## src/rtl/decoder_rr_arbiter8.sv

```systemverilog
// Round-robin arbiter for 8 requesters with a registered winner index decoded to a one-hot grant.
// Optional ARB_LOCK_EN adds a lock input that suppresses preemption of the current holder.
module decoder_rr_arbiter8 #(
  parameter int unsigned MAX_HOLD = 4
) (
  input  logic       clk,
  input  logic       rst,
`ifdef ARB_LOCK_EN
  input  logic       lock,
`endif
  input  logic [7:0] req,
  output logic [7:0] gnt,
  output logic [2:0] gnt_id,
  output logic       gnt_valid
);

  localparam int unsigned HoldW = (MAX_HOLD > 0) ? $clog2(MAX_HOLD + 1) : 1;
  localparam logic [HoldW-1:0] HoldMax = HoldW'(MAX_HOLD);
  localparam logic [HoldW-1:0] HoldOne = HoldW'(1);

  typedef enum logic [0:0] {StIdle, StGrant} state_e;

  state_e           state_q, state_d;
  logic [2:0]       ptr_q, ptr_d;
  logic [2:0]       id_q, id_d;
  logic [HoldW-1:0] hold_q, hold_d;

  logic [7:0] holder_oh;
  logic [7:0] others;
  logic [2:0] next_ptr;
  logic       lock_act;

`ifdef ARB_LOCK_EN
  assign lock_act = lock;
`else
  assign lock_act = 1'b0;
`endif

  // First set bit of cand, scanning start, start+1, ... modulo 8.
  function automatic logic [2:0] rr_pick(input logic [7:0] cand, input logic [2:0] start);
    logic [2:0] idx;
    logic [2:0] pick;
    logic       found;
    pick  = start;
    found = 1'b0;
    for (int i = 0; i < 8; i++) begin
      idx = start + 3'(i);
      if (!found && cand[idx]) begin
        pick  = idx;
        found = 1'b1;
      end
    end
    return pick;
  endfunction

  always_comb begin
    state_d   = state_q;
    ptr_d     = ptr_q;
    id_d      = id_q;
    hold_d    = hold_q;
    holder_oh = 8'b1 << id_q;
    others    = req & ~holder_oh;
    next_ptr  = id_q + 3'd1;
    unique case (state_q)
      StIdle: begin
        if (|req) begin
          state_d = StGrant;
          id_d    = rr_pick(req, ptr_q);
          hold_d  = HoldOne;
        end
      end
      StGrant: begin
        if (!req[id_q]) begin
          ptr_d = next_ptr;
          if (|others) begin
            id_d   = rr_pick(others, next_ptr);
            hold_d = HoldOne;
          end else begin
            state_d = StIdle;
          end
        end else if (MAX_HOLD != 0 && !lock_act && hold_q == HoldMax && |others) begin
          ptr_d  = next_ptr;
          id_d   = rr_pick(others, next_ptr);
          hold_d = HoldOne;
        end else if (!lock_act && hold_q < HoldMax) begin
          hold_d = hold_q + HoldOne;
        end
      end
      default: state_d = StIdle;
    endcase
  end

  always_ff @(posedge clk or posedge rst) begin
    if (rst) begin
      state_q <= StIdle;
      ptr_q   <= 3'd0;
      id_q    <= 3'd0;
      hold_q  <= '0;
    end else begin
      state_q <= state_d;
      ptr_q   <= ptr_d;
      id_q    <= id_d;
      hold_q  <= hold_d;
    end
  end

  assign gnt_valid = (state_q == StGrant);
  assign gnt_id    = id_q;
  assign gnt       = gnt_valid ? (8'b1 << id_q) : 8'h00;

endmodule

```

## config.mk

```make
export PLATFORM = sky130hd
export DESIGN_NAME = decoder_rr_arbiter8
export DESIGN_NICKNAME = d
export VERILOG_FILES = /design/src/rtl/decoder_rr_arbiter8.sv
export SDC_FILE = /design/constraint.sdc
export NUM_CORES = 1
export LEC_CHECK = 0
export ABC_AREA = 1
export BUFFER_PORTS_ARGS = -buffer_cell sky130_fd_sc_hd__buf_2
export CORE_MARGIN = 5
export CORE_UTILIZATION = 60
export DETAILED_ROUTE_END_ITERATION = 6
export MAX_ROUTING_LAYER = met4
export PLACE_DENSITY = 0.81
export SLEW_MARGIN = 0
export SYNTH_ARGS = -nofsm -noshare
export SYNTH_HDL_FRONTEND = slang
export SYNTH_SLANG_ARGS = --single-unit
```

## constraint.sdc

```tcl
create_clock -name clk -period 3.7 [get_ports clk]
set_clock_uncertainty 0.2 [all_clocks]
set_input_delay 0.37 -clock clk [delete_from_list [all_inputs] [get_ports clk]]
set_output_delay 0.37 -clock clk [all_outputs]
set_load 0.005 [all_outputs]
```

==> reports/results.tsv, run 1 <==
stage	metric	value	unit
status	status	finished, final reports clean	
clock_tree	Setup Fix Bufs, Post-CTS	0	
worst_setup_path	Critical Path End Type	register	
die	Initial Util	61.8	%
worst_setup_path	CP endpoint	gnt_id[0]	
routing	Routed WL per cell	13.2	µm
synth	syn_nets	412	
routing	# DRC	0	
timing	fin crit period	3.01	ns
clock_tree	Clk Latency, worst-skew pair	0.23	ns
die	CORE AREA	3660	µm²
timing	Hold WS	0.336	ns
die	Die X	71.4	µm
routing	M1 WL	3010	µm
routing	drt first pass iters	6	
timing	RSZ-0062 raised after global routing	no	
synth	Seq/Total Area, Yosys	11.1	%
worst_setup_path	Worst Path Arrival	2.93	ns
worst_setup_path	critical path required time	3.62	ns
timing	Achievable Freq	332	MHz
cells_and_area	utilization after layout	66.0	%
synth	Synth area leader	nand2_1	
timing	Final Hold Vio Count	0	
global_route	antenna violations before repair	0	
routing	via count	2556	
synth	Syn Inst Count	391	
routing	Vias/cell	5.59	
routing	Antenna Violating Nets Remaining	0	
routing	met2 WL	2500	µm
global_route	total grt overflow	0	
worst_setup_path	flop2flop setup slack	0.69	ns
timing	final worst path period share	81.3	%
die	Die Height	71.4	µm
timing	Slew HR	62.4	%
worst_setup_path	crit path kind	reg2reg	
die	I/O pin cnt	22	
placed_design	detailed-placement wirelength estimate	4760	µm
synth	synth warn	0	
timing	Least-Margin Pin Slew	0.560	ns
timing	Final Max Tran Viols	0	
clock_tree	CTS H-tree depth	1	
global_route	vias in the first global route	2231	
cells_and_area	share of cells above drive strength 1	18.8	%
placed_design	gp weighted congestion	0.945	
die	die area	5100	µm²
global_route	first-pass GRT wire length	10300	µm
synth	Netlist Area Pre-Place	2260	µm²
global_route	pin count of the biggest net entering global routing	20	
synth	Avg Inst Size Synth	5.78	µm²
worst_setup_path	crit path launch type	register	
timing	endpoints failing setup	0	
clock_tree	CTS Buf Count	3	
timing	Fin Setup TNS	0	ns
synth	largest cells by area after synthesis	nand2_1, nand3_1, dfrtp_1	
clock_tree	Clock Root Buffer	clkbuf_8	
routing	top routing layer in use	met4	
worst_setup_path	crit path launch	gnt_id[0]	
synth	post-synth cell types	35	
synth	Seq cells post-synth	10	
routing	Routed WL	6040	µm
worst_setup_path	Critical R2R Launch	gnt_id[0]	
worst_setup_path	Worst Reg-to-Reg Cells	16	
cells_and_area	Cell Count, Final, Fillers Out	457	
cells_and_area	antenna cells	0	
cells_and_area	most frequent cells in the layout	nand2_1, nand3_1, inv_1, nor2_1, buf_2	
synth	share of the synthesized area in the top cell type	21.3	%
clock_tree	Max clock buf depth	2	
cells_and_area	Area growth, synth to finish	6.81	%
hold_path	worst hold path class	reg2reg	
clock_tree	clock sinks	10	
placed_design	dpl cells	453	
routing	First DRT Iteration DRCs	290	
cells_and_area	fill count	348	
clock_tree	CTS tree	built	
clock_tree	Clock Pin Slew Worst Setup and Hold Paths	0.05	ns
worst_setup_path	CP Max Fanout	16	
flow_run	max-cap viol count	0	
die	# rows	22	
worst_setup_path	r2r endpoint	gnt_id[0]	
cells_and_area	nets	432	
placed_design	port bufs	21	
cells_and_area	most common cell after layout, fill and taps aside	nand2_1	
routing	WL met3	484	µm
global_route	total track usage	24.9	%
==> routing by layer <==
metal / vias up / GRT usage [%]
met2: 100 / 35.7
met5: - / -
met4: 0 / 4.18
li1: 1309 / -
met1: 1141 / 38.0
met3: 6 / 2.52
==> through the flow <==
| stage | worst slack (ns) | area [µm²] |
|---|---|---|
| 2_1_floorplan | 0.857 | 2260 |
| 4_1_cts | 0.740 | 2410 |
| 3_3_place_gp | 0.778 | 2360 |
| 3_5_place_dp | 0.751 | 2360 |
| 6_report | 0.691 | 2410 |
| 5_1_grt | 0.383 | 2410 |
==> worst min-delay path by stage <==
stage	start	end	slack, ns	cells past startpoint
after floorplan	rst	gnt_id[0]	0.01	1
after global placement	rst	hold_q[2]	0.16	2
after detailed placement	rst	hold_q[0]	0.17	2
after CTS	hold_q[2]	hold_q[2]	0.34	2
after global routing	hold_q[0]	hold_q[0]	0.40	2
final	hold_q[0]	hold_q[0]	0.34	2
==> what timing repair did <==
item	in CTS	in global routing
endpoints found under the setup margin	0	0
resized for setup	0	0
hold buffers	1	0
endpoints found under the hold margin	10	0
==> cell usage after synthesis (all sizes together) <==
library cell,n
nand2,147
nand3,85
inv,49
nor2,30
o21ai,14
a21oi,12
ha,11
buf,10
dfrtp,10
nand4,5
a211oi,3
xor2,3
a221oi,2
nor4,2
xnor2,2
a31oi,1
and3,1
clkinv,1
nand3b,1
o211ai,1
o22ai,1
==> worst max-delay path, stage by stage, from the launching register on <==
cell and delay, ns:
dfrtp_1 0.45, inv_4 0.13, ha_1 0.46, inv_4 0.16
nand2_1 0.06, nand2_1 0.15, nand3_1 0.10, nand2_1 0.15
nand2_1 0.10, nand2_1 0.13, nand4_2 0.14, nor2_2 0.17
nand2_1 0.13, a21oi_1 0.20, nor2_1 0.06, nand2_1 0.07
nand2_1 0.04
==> sequential cells by signal, indices dropped and copies added, names as in the netlist <==
| signal | flops |
|---|---|
| gnt_id | 3 |
| hold_q | 3 |
| ptr_q | 3 |
| gnt_valid | 1 |
==> cell type report <==
| class | instances | area [µm²] | area share, % |
|---|---|---|---|
| inverter | 50 | 195 | 8.08 |
| clock buffer | 3 | 41.3 | 1.71 |
| timing repair buffer | 25 | 138 | 5.70 |
| sequential | 10 | 250 | 10.4 |
| multi-input combinational | 321 | 1730 | 71.7 |
| tap | 48 | 60.1 | 2.49 |
==> cell families after synthesis <==
kind of cell | after synthesis | share of synthesized area, %
compound gates | 34 | 8.41
buf+inv | 60 | 12.4
flops | 10 | 11.1
fa+ha+maj | 11 | 6.09
xor+xnor | 5 | 2.27
simple gates | 271 | 59.8
Power of run 1 is left out: the tool's default activity adds up to more than one toggle a clock period on the data nets, which glitch-free logic cannot reach.
==> inputs of run 2 (changes only) <==
- ABC_AREA: 1 -> 0
- CORE_UTILIZATION: 60 -> 56
- PLACE_DENSITY: 0.81 -> 0.79
- clock period: 3.7 -> 2.7 ns (I/O delays scaled with it)
==> run 2 against run 1 <==
- the run now ends with DRC, setup timing left
- non-clock buffer count is 101 higher
- sequential share of layout area is 3.3 points lower
- count of clock-buffer cells in the layout up 1
- first-iteration DRC count up 130%
- hold slack better by 0.0085 ns
- maximum frequency shrank 18%
- design area grew 49%
- global-route usage up 11 points
==> reports/results.tsv, run 2 <==
stage	metric	value	unit
clock_tree	CTS tree	built	
global_route	met3 usage	7.21	%
worst_setup_path	cells along the critical path	ha_4 -> ha_4 -> nor3b_1 -> a31oi_2 -> buf_4 -> nor2b_1 -> a211oi_1 -> buf_4 -> a21o_1 -> nor3_1 -> o21ai_0 -> nand3_1 -> o221ai_1	
worst_setup_path	CP Max Fanout	5	
timing	RSZ-0062 raised after global routing	yes	
status	status	finished, violations left	
routing	First DRT Iteration DRCs	666	
die	CORE AREA	4290	µm²
die	Die Height	76.2	µm
clock_tree	clock sinks	10	
global_route	GRT busiest layer	met2	
synth	share of the synthesized netlist area taken by xor and xnor gates	2.86	%
routing	drt first pass iters	7	
flow_run	max-cap viol count	0	
hold_path	Worst Hold Depth	1	
worst_setup_path	flop2flop setup slack	-0.95	ns
synth	post-synth cell types	72	
clock_tree	Max clock buf depth	2	
placed_design	Place WS	-0.530	ns
synth	largest cells by area after synthesis	mux4_2, dfrtp_1, mux2i_1	
routing	Vias/cell	7.57	
timing	Final Max Tran Viols	0	
worst_setup_path	crit path launch type	register	
synth	syn_nets	310	
synth	ys async rst share	100	%
global_route	routing usage on met1	43.7	%
timing	fin crit period	3.65	ns
synth	most common cell in the netlist	mux2i_1	
synth	Seq cells post-synth	10	
clock_tree	Clock Pin Slew Worst Setup and Hold Paths	0.05	ns
clock_tree	CTS H-tree depth	1	
synth	top_reg_cell synth	dfrtp_1	
hold_path	worst hold path class	reg2reg	
placed_design	Cell Area, Placed	3230	µm²
die	# rows	24	
routing	Routed WL per cell	27.1	µm
synth	Seq/Total Area, Yosys	10.2	%
status	failing checks	DRC, setup timing	
timing	endpoints failing setup	9	
synth	Syn Inst Count	289	
synth	Adder-Cell Fraction of Synth Area	5.62	%
synth	Post-synth top cells	mux2i_1, a21oi_1, nand2_1, inv_1, nor2_1	
routing	Antenna Violating Nets Remaining	0	
synth	synth warn	0	
cells_and_area	nets	419	
clock_tree	Clk Latency, worst-skew pair	0.24	ns
placed_design	dpl cells	434	
global_route	vias in the first global route	3226	
timing	Final Hold Vio Count	0	
worst_setup_path	max incr delay on CP	0.61	ns
synth	Synth Area in Compound Gates	24.2	%
clock_tree	Clock Root Buffer	clkbuf_8	
routing	via count	3399	
global_route	antenna violations before repair	0	
synth	mux cell area share after synthesis	29.2	%
timing	setup slack after layout	-0.948	ns
cells_and_area	Area growth, synth to finish	47.0	%
routing	Routed WL	12200	µm
die	Die X	76.2	µm
die	Initial Util	57.1	%
synth	Synth area leader	mux4_2	
global_route	met2 usage	54.4	%
global_route	pin count of the biggest net entering global routing	15	
cells_and_area	most common cell after layout, fill and taps aside	buf_4	
cells_and_area	most frequent cells in the layout	buf_4, buf_2, nand2_1, a21oi_1, mux2i_1	
cells_and_area	share of cells above drive strength 1	52.6	%
placed_design	detailed-placement wirelength estimate	6560	µm
worst_setup_path	crit path max-delay cell type	nor3b_1	
cells_and_area	Finished Cell Area	3600	µm²
worst_setup_path	Worst Reg-to-Reg Cells	13	
timing	Achievable Freq	274	MHz
global_route	total track usage	35.9	%
synth	Netlist Area Pre-Place	2450	µm²
hold_path	hold path endpoint	hold_q[1]	
worst_setup_path	Worst Path Arrival	3.59	ns
synth	simple-gate area share of the yosys netlist	19.2	%
synth	share of the synthesized area in the top cell type	12.9	%
cells_and_area	fill count	201	
cells_and_area	Cell Count, Final, Fillers Out	449	
synth	Avg Inst Size Synth	8.48	µm²
timing	final worst path period share	135	%
clock_tree	CTS Buf Count	3	
timing	Slew HR	50.8	%
worst_setup_path	Critical R2R Launch	gnt_id[0]	
worst_setup_path	Critical Path End Type	register	
synth	EDFF count, synth	0	
global_route	first-pass GRT wire length	16600	µm
worst_setup_path	critical path required time	2.64	ns
die	die area	5800	µm²
placed_design	gp weighted congestion	0.995	
worst_setup_path	crit path kind	reg2reg	
worst_setup_path	r2r endpoint	gnt_id[2]	
timing	Least-Margin Pin Slew	0.737	ns
routing	# DRC	1	
die	I/O pin cnt	22	
placed_design	port bufs	21	
hold_path	hold path start	hold_q[1]	
global_route	total grt overflow	0	
cells_and_area	antenna cells	0	
synth	dominant combinational cell family by area after synthesis	multiplexers	
run 2: changes by cell type after synthesis, sizes merged, moves of 9 or more:
cell / previous run / this run
mux2i: 0 / 24
mux2: 0 / 12
nor2b: 0 / 9
nor2: 30 / 16
nand2: 147 / 20
mux4: 0 / 15
nand3: 85 / 5
inv: 49 / 15
run 2: metal layers:
layer	wire length (µm)	vias up
met1	4100	1492
li1	-	1326
met4	1160	0
met2	4980	416
met3	1940	165
met5	0	-
run 2: worst max path at each step:
| stage | endpoint | slack, ns | startpoint |
|---|---|---|---|
| floorplan | gnt_id[1] | -0.52 | ptr_q[0] |
| CTS | gnt_id[1] | -0.50 | ptr_q[0] |
| finish | gnt_id[2] | -0.95 | gnt_id[0] |
| detailed placement | gnt_id[1] | -0.53 | ptr_q[0] |
| global placement | gnt_id[1] | -0.44 | ptr_q[0] |
| global route | gnt_id[1] | -0.96 | gnt_id[1] |
run 2: per-stage QoR:
step	setup TNS, ns	utilization (%)	hold WS [ns]
after floorplan	-1.23	-	-0.0900
after CTS	-1.30	80.1	0.351
after detailed placement	-1.55	75.3	0.0700
final	-3.39	83.9	0.345
after global placement	-1.16	75.3	0.0626
after global routing	-3.74	83.9	0.398
run 2: worst max-delay path, delay by kind of cell, from the launching register on:
kind / cells / cell delay [ns]
AOI/OAI and AO/OA: 5 / 1.12
adders and majority gates: 2 / 0.38
buffers and inverters: 2 / 0.36
DFF: 1 / 0.48
and+or+nand+nor: 4 / 1.00
run 2: kinds of logic (layout without fill, tap and decap cells):
group / Yosys count / in the layout
AND/OR/NAND/NOR: 88 / 88
buffers and inverters: 38 / 146
XOR/XNOR: 8 / 8
adder cells (fa/ha/maj): 11 / 11
multiplexers: 51 / 51
AO/OA/AOI/OAI: 83 / 83
flip-flops: 10 / 10
run 2: what timing repair did:
action                     4_1_cts  5_1_grt
setup endpoints to repair        3        9
setup buffers                    9        1
hold buffers                     1        0
resized for setup               17       36
hold endpoints to repair        10        0
pin swaps                        3        6
run 2: cell type report:
class,instances,area (µm²),share of cell area (%)
Multi-Input combinational cell,241,2260,62.8
Clock buffer,4,45.0,1.25
Sequential cell,10,254,7.05
Inverter,16,65.1,1.81
Timing Repair Buffer,126,911,25.3
Tap cell,52,65.1,1.81
Power of run 2 is left out for the same reason.
